`src/rtl/key_conditioner_if.sv`:
```
// Key bus between the raw DE-series pushbuttons and the counter logic.
// The bench or board drives KEY. The conditioner returns the clean level and the press/release strobes.
interface key_conditioner_if #(
  parameter int unsigned NKEYS = 4
);
  logic [NKEYS-1:0] KEY;
  logic [NKEYS-1:0] key_level;
  logic [NKEYS-1:0] key_press;
  logic [NKEYS-1:0] key_release;

  modport master (output KEY, input key_level, key_press, key_release);
  modport slave  (input KEY, output key_level, key_press, key_release);
endinterface

```
`src/rtl/key_conditioner.sv`:
```
// Per-key synchronizer, debouncer and press/release strobe generator for active-low KEY inputs.
// Optional auto-repeat of key_press while a key is held: define KEYCOND_REPEAT_EN.
module key_conditioner #(
  parameter int unsigned NKEYS           = 4,
  parameter int unsigned DEBOUNCE_CYCLES = 500000,
  parameter int unsigned REPEAT_DELAY    = 25000000,
  parameter int unsigned REPEAT_PERIOD   = 5000000
) (
  input logic          CLOCK_50,
  input logic          Resetn,
  key_conditioner_if.slave keys
);

  localparam int unsigned CNT_W = $clog2(DEBOUNCE_CYCLES + 1);
  localparam logic [CNT_W-1:0] CNT_LAST = CNT_W'(DEBOUNCE_CYCLES - 1);

  typedef enum logic [1:0] {UP, CHK_DOWN, DOWN, CHK_UP} state_t;

  logic [NKEYS-1:0] s1;
  logic [NKEYS-1:0] s2;
  logic [NKEYS-1:0] level;
  logic [NKEYS-1:0] press;
  logic [NKEYS-1:0] release_q;
  state_t           state [NKEYS];
  logic [CNT_W-1:0] cnt   [NKEYS];

`ifdef KEYCOND_REPEAT_EN
  localparam int unsigned REP_MAX = (REPEAT_DELAY > REPEAT_PERIOD) ? REPEAT_DELAY : REPEAT_PERIOD;
  localparam int unsigned REP_W   = $clog2(REP_MAX + 1);

  logic [REP_W-1:0] rep_cnt   [NKEYS];
  logic [NKEYS-1:0] rep_armed;
  logic [NKEYS-1:0] rep_hit_c;
  logic [NKEYS-1:0] rep_active_c;

  // The first repeat waits REPEAT_DELAY. Later repeats wait REPEAT_PERIOD.
  // The edge that returns a channel to UP never carries a repeat.
  always_comb begin
    rep_hit_c    = '0;
    rep_active_c = '0;
    for (int i = 0; i < NKEYS; i++) begin
      rep_hit_c[i] = rep_armed[i] ? (rep_cnt[i] == REP_W'(REPEAT_PERIOD - 1))
                                  : (rep_cnt[i] == REP_W'(REPEAT_DELAY - 1));
      rep_active_c[i] = (state[i] == DOWN) ||
                        ((state[i] == CHK_UP) && !(s2[i] && (cnt[i] == CNT_LAST)));
    end
  end
`endif

  // Synchronizer and per-channel debounce FSM; s2 low means pressed.
  always_ff @(posedge CLOCK_50 or negedge Resetn) begin
    if (!Resetn) begin
      s1        <= '1;
      s2        <= '1;
      level     <= '0;
      press     <= '0;
      release_q <= '0;
      for (int i = 0; i < NKEYS; i++) begin
        state[i] <= UP;
        cnt[i]   <= '0;
`ifdef KEYCOND_REPEAT_EN
        rep_cnt[i]   <= '0;
        rep_armed[i] <= 1'b0;
`endif
      end
    end else begin
      s1        <= keys.KEY;
      s2        <= s1;
      press     <= '0;
      release_q <= '0;
      for (int i = 0; i < NKEYS; i++) begin
        case (state[i])
          UP: begin
            if (!s2[i]) begin
              state[i] <= CHK_DOWN;
              cnt[i]   <= CNT_W'(1);
            end
          end
          CHK_DOWN: begin
            if (s2[i]) begin
              state[i] <= UP;
              cnt[i]   <= '0;
            end else if (cnt[i] == CNT_LAST) begin
              state[i] <= DOWN;
              cnt[i]   <= '0;
              level[i] <= 1'b1;
              press[i] <= 1'b1;
`ifdef KEYCOND_REPEAT_EN
              rep_cnt[i]   <= '0;
              rep_armed[i] <= 1'b0;
`endif
            end else begin
              cnt[i] <= cnt[i] + CNT_W'(1);
            end
          end
          DOWN: begin
            if (s2[i]) begin
              state[i] <= CHK_UP;
              cnt[i]   <= CNT_W'(1);
            end
          end
          CHK_UP: begin
            if (!s2[i]) begin
              state[i] <= DOWN;
              cnt[i]   <= '0;
            end else if (cnt[i] == CNT_LAST) begin
              state[i]     <= UP;
              cnt[i]       <= '0;
              level[i]     <= 1'b0;
              release_q[i] <= 1'b1;
            end else begin
              cnt[i] <= cnt[i] + CNT_W'(1);
            end
          end
          default: begin
            state[i] <= UP;
            cnt[i]   <= '0;
          end
        endcase
`ifdef KEYCOND_REPEAT_EN
        if (rep_active_c[i]) begin
          if (rep_hit_c[i]) begin
            press[i]     <= 1'b1;
            rep_cnt[i]   <= '0;
            rep_armed[i] <= 1'b1;
          end else begin
            rep_cnt[i] <= rep_cnt[i] + REP_W'(1);
          end
        end
`endif
      end
    end
  end

  assign keys.key_level   = level;
  assign keys.key_press   = press;
  assign keys.key_release = release_q;

endmodule

```
`src/flat_wrapper.sv`:
```
// flat-port wrapper written by rule: the top's interface ports become plain ports
module key_conditioner_flat 
#(
  parameter int unsigned NKEYS           = 4,
  parameter int unsigned DEBOUNCE_CYCLES = 500000,
  parameter int unsigned REPEAT_DELAY    = 25000000,
  parameter int unsigned REPEAT_PERIOD   = 5000000
)
  (CLOCK_50, Resetn, keys_KEY, keys_key_level, keys_key_press, keys_key_release);
  key_conditioner_if #(.NKEYS(NKEYS)) keys_i ();
  input logic CLOCK_50;
  input logic Resetn;
  input wire logic [$bits(keys_i.KEY)-1:0] keys_KEY;
  output wire logic [$bits(keys_i.key_level)-1:0] keys_key_level;
  output wire logic [$bits(keys_i.key_press)-1:0] keys_key_press;
  output wire logic [$bits(keys_i.key_release)-1:0] keys_key_release;
  assign keys_i.KEY = keys_KEY;
  assign keys_key_level = keys_i.key_level;
  assign keys_key_press = keys_i.key_press;
  assign keys_key_release = keys_i.key_release;
  key_conditioner #(.NKEYS(NKEYS), .DEBOUNCE_CYCLES(DEBOUNCE_CYCLES), .REPEAT_DELAY(REPEAT_DELAY), .REPEAT_PERIOD(REPEAT_PERIOD)) u_core (.CLOCK_50(CLOCK_50), .Resetn(Resetn), .keys(keys_i));
endmodule
```
`config.mk`:
```
export PLATFORM = sky130hd
export DESIGN_NAME = key_conditioner_flat
export DESIGN_NICKNAME = d
export VERILOG_FILES = /design/src/rtl/key_conditioner_if.sv /design/src/rtl/key_conditioner.sv /design/src/flat_wrapper.sv
export SDC_FILE = /design/constraint.sdc
export NUM_CORES = 1
export LEC_CHECK = 0
export BUFFER_PORTS_ARGS = -buffer_cell sky130_fd_sc_hd__buf_4
export CORE_MARGIN = 2
export CORE_UTILIZATION = 41
export CTS_CLUSTER_SIZE = 8
export DETAILED_ROUTE_END_ITERATION = 8
export PLACE_DENSITY = 0.54
export SLEW_MARGIN = 30
export SYNTH_ARGS = -nofsm -noshare
export SYNTH_HDL_FRONTEND = slang
export SYNTH_SLANG_ARGS = --single-unit
```
`constraint.sdc`:
```
create_clock -name CLOCK_50 -period 2.5 [get_ports CLOCK_50]
set_input_delay 0.125 -clock CLOCK_50 [delete_from_list [all_inputs] [get_ports CLOCK_50]]
set_output_delay 0.125 -clock CLOCK_50 [all_outputs]
set_load 0.005 [all_outputs]
```
==> results of run 1 <==
through the flow:
step / worst slack, ps / instance area [µm²] / instances
4_1_cts: 340 / 6160 / 797
2_1_floorplan: 605 / 5420 / 590
3_3_place_gp: 374 / 5800 / 776
3_5_place_dp: 350 / 5800 / 776
6_report: 333 / 6160 / 797
5_1_grt: 129 / 6160 / 797
timing repair:
| action | 4_1_cts | 5_1_grt |
|---|---|---|
| hold buffers | 5 | 0 |
| gates resized for setup | 0 | 0 |
| hold endpoints to repair | 34 | 0 |
worst max path at each step:
stage                         startpoint             end  slack [ps]  cells after the start
after floorplan           u_core.cnt[52]  u_core.cnt[43]         610                      6
after global placement    u_core.cnt[52]  u_core.cnt[43]         370                      6
after detailed placement  u_core.cnt[52]  u_core.cnt[43]         350                      6
after CTS                 u_core.cnt[52]  u_core.cnt[43]         340                      6
after global routing       u_core.cnt[0]  u_core.cnt[14]         130                      6
final                      u_core.cnt[0]  u_core.cnt[17]         330                      6
state kept, by name (all words and copies together) (netlist names), named ones only:
name and cells:
u_core.s1 4, u_core.keys.key_level 4, u_core.cnt 76, u_core.state 4
u_core.s2 4, u_core.keys.key_release 4, u_core.keys.key_press 4
kinds of logic (layout without fill, tap and decap cells):
family	count (synthesis)	in the layout	synth area share
fa+ha+maj	4	4	0.00923
buf+inv	51	82	0.0367
xor+xnor	10	10	0.0162
simple gates	264	264	0.268
flops	104	104	0.482
mux	12	12	0.0224
compound gates	145	145	0.166
power by group:
part	switching [mW]	internal, mW
clock	0.642	0.834
combinational	0.552	0.326
sequential	0.145	1.77
total	1.34	2.93
cells in the final DEF (no fill, tap or decap), drive strengths merged, types with 4 or more instances in the layout:
cell type,n
a21o,16
a21oi,47
a22o,10
a31oi,7
and2,9
and3,15
and4,7
buf,30
clkbuf,12
dfrtp,96
dfstp,8
dlygate4sd3,5
ha,4
inv,31
mux2i,11
nand2,52
nand3,49
nand4,22
nor2,35
nor3,17
nor3b,4
nor4,10
o211ai,5
o21a,6
o21ai,41
or3,23
or4,5
xnor2,5
xor2,5
worst register-to-register path: stages (launching register included):
cell	delay, ps
dfrtp_1	410
ha_1	230
nand4_1	310
nor4_2	390
a21o_1	340
o21ai_0	140
a22o_1	230
metal layers:
metal / global-route usage / share of wire / up-vias
met5: 0 / 0 / -
met4: 0.0454 / 0.011 / 0
met3: 0.0417 / 0.031 / 9
li1: - / - / 2218
met1: 0.252 / 0.50 / 2191
met2: 0.276 / 0.46 / 53
cell type report:
type | count | area [µm²] | share of cell area
Sequential cell | 104 | 2610 | 0.424
Tap cell | 176 | 220 | 0.0358
Clock inverter | 4 | 52.6 | 0.00854
Clock buffer | 12 | 256 | 0.0417
Multi-Input combinational cell | 435 | 2610 | 0.424
Timing Repair Buffer | 35 | 288 | 0.0467
Inverter | 31 | 116 | 0.0189
==> key figures, run 1 <==
Global routing
  – Vias in the first global route: 4161
  – First-pass GRT wire length: 20700 µm
  – Initial antenna violation count: 0
  – Overall Global Routing Usage: 0.178
  – Largest net degree at the start of global routing: 74
  – GRT overflow: 0

Placement
  – IO Port Bufs: 17
  – Gpl congestion: 0.850
  – Final HPWL DP: 8070 µm

Critical path
  – Crit path buffers/inverters: 0
  – Critical Path AT: 2410 ps
  – FF-to-FF Start: u_core.cnt[0]
  – Crit-path slowest cell: dfrtp_1
  – RR Endpoint: u_core.cnt[17]
  – CP Class: reg2reg
  – Reg2reg path depth: 6
  – Critical Path Max Stage Delay: 410 ps
  – Top delay family on crit path: compound AO/OA/AOI/OAI gates
  – CP cell instances: ha_1, nand4_1, nor4_2, a21o_1, o21ai_0, a22o_1
  – CP endpoint kind: flop
  – R2R Setup Slk: 330 ps
  – Crit path launch type: flop
  – Worst EP required: 2740 ps
  – CP max FO: 10

Floorplan
  – DIE AREA: 14200 µm²
  – Row cnt: 42
  – Die Y: 119 µm
  – Core Area: 13100 µm²
  – Starting Density: 0.414
  – Die W: 119 µm
  – Boundary Pins: 18

Clock network
  – Total CTS buffers: 9
  – Clk slew on worst S/H paths: 70 ps
  – TritonCTS clock tree: yes
  – Post-CTS setup buffer count: 0
  – Clock buffer depth: 2
  – Clk root buf: clkbuf_16
  – CTS H-tree depth: 3
  – Clock sinks: 104
  – Worst-Skew Late Latency: 350 ps

Outcome
  – Status: finished, final reports clean

Timing
  – # setup viols final: 0
  – Final hold violations: 0
  – Rel. slew slack: 0.530
  – Worst-margin pin slew: 705 ps
  – Fin Hold WS: 248 ps
  – Final count of pins violating max slew: 0
  – Setup Skew: 7.26 ps
  – Minimum clock period: 2170 ps
  – Sum of negative setup slack: 0 ps
  – Max Fclk: 462 MHz
  – Final period util: 0.867
  – Unrepaired setup endpoints after global routing: false

Synthesis
  – Number of synthesized flops with an enable pin: 0
  – Warnings from Yosys: 0
  – Area leader, netlist: dfrtp_1
  – Syn_area_per_cell: 9.19 µm²
  – FF+latch count, synth: 104
  – Ranking of synthesized cells by area: dfrtp_1 44%, nand3_1 4.5%, a21oi_1 4.2%
  – Count leader, synth: dfrtp_1
  – Post-synth top cells: 96 x dfrtp_1, 52 x nand2_1, 49 x nand3_1, 46 x a21oi_1, 40 x o21ai_0
  – Mapped cell area: 5420 µm²
  – Cell count after synthesis: 590
  – Unique masters post-synth: 51
  – Asr flop ratio synth: 1.00
  – Yosys top cell area share: 0.443
  – Most used DFF post-synth: dfrtp_1
  – Sequential area share after synthesis: 0.482
  – Mapped Nets: 600

Final layout
  – Net count, final: 626
  – Layout cells sized above 1: 0.111
  – ANT cells: 0
  – Fillers: 1254
  – Fin util: 0.470
  – Synth-to-Final Area Change: 13.5%

Detailed routing
  – DRT Pass-1 Iters: 4
  – 1st-iter DRT viols: 352
  – Vias per std cell: 5.61
  – DRC viols: 0
  – Final WL: 12000 µm
  – Antenna viol nets, final: 0
  – Post-DR wirelength/cell: 15.0 µm
  – DR vias: 4471

Power
  – Pwr Total: 4.27 mW
  – Pleak: 2.60 nW
  – Peak supply drop: 0.000619 V
  – PD cells: 694 nW/µm²

Hold path
  – Worst Hold Class: in2async

Run
  – Max-cap violations: 0
No activity file was read; power rests on OpenSTA's default activity.
==> inputs of run 2 (changes only) <==
--- a/config.mk
+++ b/config.mk
@@ -6,11 +6,13 @@
 export NUM_CORES = 1
 export LEC_CHECK = 0
 export BUFFER_PORTS_ARGS = -buffer_cell sky130_fd_sc_hd__buf_4
+export CELL_PAD_IN_SITES_DETAIL_PLACEMENT = 1
+export CELL_PAD_IN_SITES_GLOBAL_PLACEMENT = 1
 export CORE_MARGIN = 2
 export CORE_UTILIZATION = 41
 export CTS_CLUSTER_SIZE = 8
 export DETAILED_ROUTE_END_ITERATION = 8
-export PLACE_DENSITY = 0.54
+export PLACE_DENSITY = 0.66
 export SLEW_MARGIN = 30
 export SYNTH_ARGS = -nofsm -noshare
 export SYNTH_HDL_FRONTEND = slang
==> run 2 against run 1 <==
Effect of this change:
- flip-flop and latch count unchanged
- clock power down 3%
- routed wire length up 15%
- largest power group unchanged
==> key figures, run 2 (synthesis results as in run 1) <==
Power
  – Pint: 2.89 mW (-1.4%)
  – Clock power share: 0.338 (-0.008)
  – Pwr Total: 4.27 mW (about the same)
  – Pleak: 2.58 nW (-0.83%)
  – Peak supply drop: 0.000790 V (+28%)
  – Comb power frac: 0.213 (+0.008)
  – Reg power frac: 0.450 (about the same)
  – Sw Ratio: 0.323 (+0.00977)
  – PD cells: 697 nW/µm² (+0.44%)
  – NetSw: 1.38 mW (+3.2%)

Outcome
  – Status: finished, final reports clean

Detailed routing
  – Antenna viol nets, final: 0 (unchanged)
  – DRC viols: 0 (unchanged)
  – Final WL: 13800 µm (+15%)
  – DRT Pass-1 Iters: 4 (unchanged)
  – Post-DR wirelength/cell: 17.3 µm (+15%)
  – DR vias: 4594 (+2.8%)
  – Vias per std cell: 5.78 (+3.0%)
  – 1st-iter DRT viols: 248 (-30%)

Clock network
  – Clk slew on worst S/H paths: 70 ps (about the same)
  – TritonCTS clock tree: yes
  – Clk root buf: clkbuf_16
  – Clock buffer depth: 2 (unchanged)
  – Worst-Skew Late Latency: 350 ps (about the same)
  – Clock sinks: 104 (unchanged)
  – Total CTS buffers: 9 (unchanged)
  – CTS H-tree depth: 3 (unchanged)
  – Post-CTS setup buffer count: 0 (unchanged)

Timing
  – Final period util: 0.904 (+0.0372)
  – Worst-margin pin slew: 892 ps (+188 ps)
  – Unrepaired setup endpoints after global routing: false
  – Final count of pins violating max slew: 0 (unchanged)
  – Sum of negative setup slack: 0 ps (unchanged)
  – Setup Skew: 8.33 ps (+1.08 ps)
  – Rel. slew slack: 0.405 (-0.125)
  – Max Fclk: 443 MHz (-4.1%)
  – Minimum clock period: 2260 ps (+92.9 ps)
  – # setup viols final: 0 (unchanged)
  – Final hold violations: 0 (unchanged)

Final layout
  – Finished Layout Cells: 795 (-0.25%)
  – Commonest non-fill, non-tap cell in the layout: dfrtp_1
  – ANT cells: 0 (unchanged)
  – Most frequent cells in the layout: 96 x dfrtp_1, 52 x nand2_1, 49 x nand3_1, 46 x a21oi_1, 40 x o21ai_0
  – Largest reg by FF count: u_core.cnt
  – Synth-to-Final Area Change: 13.1%
  – Largest register FFs: 76 (unchanged)
  – Net count, final: 624 (-0.32%)
  – Layout cells sized above 1: 0.105 (-0.00610)

Critical path
  – CP endpoint kind: flop
  – Worst EP required: 2750 ps (about the same)
  – CP cell instances: ha_1, nand4_1, nor4_2, a21oi_1, and3_1, a21o_1
  – Critical Path AT: 2510 ps (+100 ps)
  – Crit-path slowest cell: dfrtp_1
  – Critical Path Max Stage Delay: 410 ps (about the same)
  – Crit path buffers/inverters: 0 (unchanged)
  – Top delay family on crit path: simple AND/OR/NAND/NOR gates
  – CP Class: reg2reg
  – Crit path launch type: flop
  – CP max FO: 11 (+1)

Floorplan
  – DIE AREA: 14200 µm² (unchanged)
  – Core Area: 13100 µm² (unchanged)
  – Row cnt: 42 (unchanged)
  – Boundary Pins: 18 (unchanged)
  – Die W: 119 µm (unchanged)
  – Die Y: 119 µm (unchanged)
  – Starting Density: 0.414 (unchanged)

Global routing
  – GRT overflow: 0 (unchanged)
  – Initial antenna violation count: 0 (unchanged)
  – First-pass GRT wire length: 23900 µm (+15%)
  – Largest net degree at the start of global routing: 50 (-32%)
  – Vias in the first global route: 4763 (+14%)
  – Overall Global Routing Usage: 0.208 (+0.0300)

Placement
  – Gpl congestion: 0.783 (-7.8%)
  – IO Port Bufs: 17 (unchanged)
  – Placed cells: 773 (-0.39%)
  – Final HPWL DP: 9400 µm (+17%)

Run
  – Max-cap violations: 0 (unchanged)

Hold path
  – Worst Hold Class: in2async
-- run 2: cell types whose count changed in the layout (fill, tap and decap cells not counted) --
cell and delta:
clkinv_4 -1, clkbuf_8 -1, clkbuf_1 +3, buf_6 +1, clkinv_2 -1, nor2_1 -1, nor2_2 +1, buf_4 -3
-- run 2: path summary, 6_finish.rpt --
check	slack [ps]	end	startpoint	cells past startpoint
setup / recovery	240	u_core.cnt[5]	u_core.cnt[1]	6
hold / removal	300	u_core.cnt[43]	Resetn	2
setup reg to reg	240	u_core.cnt[5]	u_core.cnt[1]	6
hold reg to reg	360	u_core.s2[1]	u_core.s1[1]	0
max in group asynchronous	1480	u_core.s2[2]	Resetn	3
min in group CLOCK_50	360	u_core.s2[1]	u_core.s1[1]	0
-- run 2: routing by layer --
metal,part of all wire,track usage
met2,0.49,0.345
met1,0.48,0.279
met3,0.020,0.0465
met4,0.010,0.0476
met5,0,0
-- run 2: power groups by stage --
stage	logic (mW)	registers, mW	clock network [mW]
CTS	0.913	1.92	1.50
finish	0.909	1.92	1.44
global placement	0.857	1.94	0
global route	1.01	1.94	1.56
detailed placement	0.897	1.95	0
floorplan	0.657	1.87	0
-- run 2: what timing repair did --
item | in CTS | in global routing
resized for setup | 0 | 0
hold endpoints to repair | 39 | 0
hold buffers | 5 | 0
-- run 2: area by class of cell --
class	count	area, µm²
Multi-Input combinational cell	435	2610
Tap cell	176	220
Timing Repair Buffer	33	277
Fill cell	1499	6950
Clock buffer	14	254
Inverter	31	116
Sequential cell	104	2610
Clock inverter	2	38.8
-- run 2: through the flow --
step	cell area [µm²]	setup WS (ps)	utilization	hold WS, ps
floorplan	5420	605	-	-171
global placement	5770	309	0.441	142
detailed placement	5780	249	0.441	147
CTS	6120	229	0.468	321
global route	6130	16.0	0.469	348
finish	6130	240	0.469	302
==> inputs of run 3 (changes only) <==
--- a/config.mk
+++ b/config.mk
@@ -12,7 +12,7 @@
 export CORE_UTILIZATION = 41
 export CTS_CLUSTER_SIZE = 8
 export DETAILED_ROUTE_END_ITERATION = 8
-export PLACE_DENSITY = 0.66
+export PLACE_DENSITY_LB_ADDON = 0.2
 export SLEW_MARGIN = 30
 export SYNTH_ARGS = -nofsm -noshare
 export SYNTH_HDL_FRONTEND = slang
==> constraint.sdc (replaced) <==
create_clock -name CLOCK_50 -period 2.9 [get_ports CLOCK_50]
set_input_delay 0.145 -clock CLOCK_50 [delete_from_list [all_inputs] [get_ports CLOCK_50]]
set_output_delay 0.145 -clock CLOCK_50 [all_outputs]
set_load 0.005 [all_outputs]
==> run 3 against run 2 <==
Effect of this change:
- non-clock buffer count decreased by 4
- first-iteration DRC count increased by 8.5%
- combinational power decreased by 17%
- maximum frequency fell by 3.3%
- cell area shrank 0.14%
- register-to-register slack better by 320 ps
- hold slack gained 52 ps
- total power fell by 14%
- core utilization shrank 0.067 points
- via count shrank 0.13%
- critical path type unchanged
- critical endpoint is now u_core.cnt[15]
- largest cell class is now multi-input combinational cells
==> key figures, run 3 (synthesis results as in run 1) <==
Outcome
  – Status: finished, final reports clean

Timing
  – Final count of pins violating max slew: 0 (unchanged)
  – Final period util: 0.806 (-0.0980)
  – Final hold violations: 0 (unchanged)
  – # setup viols final: 0 (unchanged)
  – Minimum clock period: 2340 ps (+77.5 ps)
  – Worst-margin pin slew: 860 ps (-32.6 ps)
  – Fin Hold WS: 355 ps (+52.3 ps)
  – Unrepaired setup endpoints after global routing: false
  – Rel. slew slack: 0.425 (+0.0196)
  – Setup Skew: 7.15 ps (-1.18 ps)
  – Sum of negative setup slack: 0 ps (unchanged)
  – Max Fclk: 428 MHz (-3.3%)

Final layout
  – Finished Cell Area: 6120 µm² (-0.14%)
  – Most frequent cells in the layout: 96 x dfrtp_1, 52 x nand2_1, 49 x nand3_1, 46 x a21oi_1, 40 x o21ai_0
  – Commonest non-fill, non-tap cell in the layout: dfrtp_1
  – Register Area: 2610 µm² (unchanged)
  – Fillers: 1507 (+0.53%)
  – Layout cells sized above 1: 0.106 (+0.000683)
  – Finished Layout Cells: 791 (-0.50%)
  – Synth-to-Final Area Change: 12.9%
  – Largest reg by FF count: u_core.cnt
  – Largest register FFs: 76 (unchanged)
  – Fin util: 0.468 (-0.000670)
  – Multi-input gate area in the final layout: 2620 µm² (+0.29%)
  – Net count, final: 620 (-0.64%)
  – ANT cells: 0 (unchanged)

Critical path
  – CP cell instances: xnor2_1, nand2_1, a21oi_1, buf_4, o21ai_0, a31oi_1
  – Worst EP required: 3170 ps (+420 ps)
  – Crit path buffers/inverters: 1 (+1)
  – FF-to-FF Start: u_core.s2[3]
  – Critical Path AT: 2610 ps (+100 ps)
  – Top delay family on crit path: compound AO/OA/AOI/OAI gates
  – Crit path launch type: flop
  – Critical Path Max Stage Delay: 600 ps (+190 ps)
  – Reg2reg path depth: 6 (unchanged)
  – CP endpoint kind: flop
  – Crit-path slowest cell: dfstp_2
  – RR Endpoint: u_core.cnt[15]
  – CP Class: reg2reg
  – R2R Setup Slk: 560 ps (+320 ps)
  – CP max FO: 10 (-1)

Power
  – Clock power share: 0.348 (+0.010)
  – Pint: 2.48 mW (-14%)
  – PD cells: 603 nW/µm² (-13%)
  – Pleak: 2.57 nW (-0.28%)
  – Comb power frac: 0.204 (-0.009)
  – NetSw: 1.21 mW (-12%)
  – Peak supply drop: 0.000404 V (-49%)
  – Reg power frac: 0.448 (-0.002)
  – Sw Ratio: 0.328 (+0.00529)

Placement
  – Placed cells: 770 (-0.39%)
  – Post-DP Area: 5750 µm² (-0.43%)
  – IO Port Bufs: 17 (unchanged)
  – Gpl congestion: 0.830 (+6.0%)
  – Final HPWL DP: 9340 µm (-0.66%)

Floorplan
  – Core Area: 13100 µm² (unchanged)
  – Die Y: 119 µm (unchanged)
  – Boundary Pins: 18 (unchanged)
  – Starting Density: 0.414 (unchanged)
  – Die W: 119 µm (unchanged)
  – DIE AREA: 14200 µm² (unchanged)
  – Row cnt: 42 (unchanged)

Hold path
  – Hold Path End: u_core.s2[2]
  – Worst Hold Class: reg2reg
  – Hold Path Stages: 0
  – Critical hold path startpoint: u_core.s1[2]

Clock network
  – Clock sinks: 104 (unchanged)
  – Clk slew on worst S/H paths: 70 ps (about the same)
  – PostCTS Resize Cnt: 0 (unchanged)
  – TritonCTS clock tree: yes
  – Clk root buf: clkbuf_16
  – CTS H-tree depth: 3 (unchanged)
  – Worst-Skew Late Latency: 360 ps (about the same)
  – Total CTS buffers: 9 (unchanged)
  – Clock buffer depth: 2 (unchanged)

Detailed routing
  – Final WL: 13500 µm (-2.0%)
  – 1st-iter DRT viols: 269 (+8.5%)
  – DRT Pass-1 Iters: 4 (unchanged)
  – DR vias: 4588 (-0.13%)
  – Post-DR wirelength/cell: 17.0 µm (-1.5%)
  – Antenna viol nets, final: 0 (unchanged)
  – DRC viols: 0 (unchanged)
  – Vias per std cell: 5.80 (+0.37%)

Global routing
  – First-pass GRT wire length: 23300 µm (-2.5%)
  – Overall Global Routing Usage: 0.202 (-0.00638)
  – GRT overflow: 0 (unchanged)
  – Vias in the first global route: 4835 (+1.5%)
  – Initial antenna violation count: 0 (unchanged)
  – Largest net degree at the start of global routing: 62 (+24%)

Run
  – Max-cap violations: 0 (unchanged)
[run 3: area by class of cell]
| class | count | area share |
|---|---|---|
| flip-flops and latches | 104 | 0.427 |
| clock inverters | 7 | 0.0139 |
| clock buffers | 9 | 0.0368 |
| well taps | 176 | 0.0360 |
| inverters | 31 | 0.0190 |
| multi-input cells | 435 | 0.428 |
| repair buffers | 29 | 0.0396 |
[run 3: repair_timing]
item                                   4_1_cts  5_1_grt
endpoints found under the hold margin       62        0
buffers inserted                             0        0
hold buffers                                 5        0
[run 3: power by group through the flow]
stage	combinational, mW	sequential [mW]	clock (mW)
2_1_floorplan	0.567	1.62	0
3_3_place_gp	0.721	1.67	0
3_5_place_dp	0.746	1.68	0
4_1_cts	0.757	1.65	1.34
5_1_grt	0.833	1.67	1.38
6_report	0.753	1.65	1.29
[run 3: worst max-delay path by stage]
stage	start	to	cells after the start
after global routing	flop	u_core.cnt[15]	6
after floorplan	u_core.cnt[52]	u_core.cnt[43]	6
after global placement	u_core.cnt[52]	u_core.cnt[52]	5
after CTS	u_core.cnt[47]	u_core.cnt[52]	5
final	u_core.s2[3]	u_core.cnt[15]	6
after detailed placement	u_core.cnt[52]	u_core.cnt[52]	5
[run 3: per-layer routing]
layer  part of all wire  routed length [µm]  GRT usage
met3              0.021                 283     0.0479
met4              0.011                 151     0.0580
met1               0.47                6380      0.259
met5                  0                   0          0
met2               0.49                6670      0.340
[run 3: through the flow]
stage | total power, mW | worst slack (ps)
after floorplan | 2.18 | 1010
after global placement | 2.39 | 683
after detailed placement | 2.43 | 618
after CTS | 3.75 | 604
after global routing | 3.88 | 472
final | 3.69 | 563
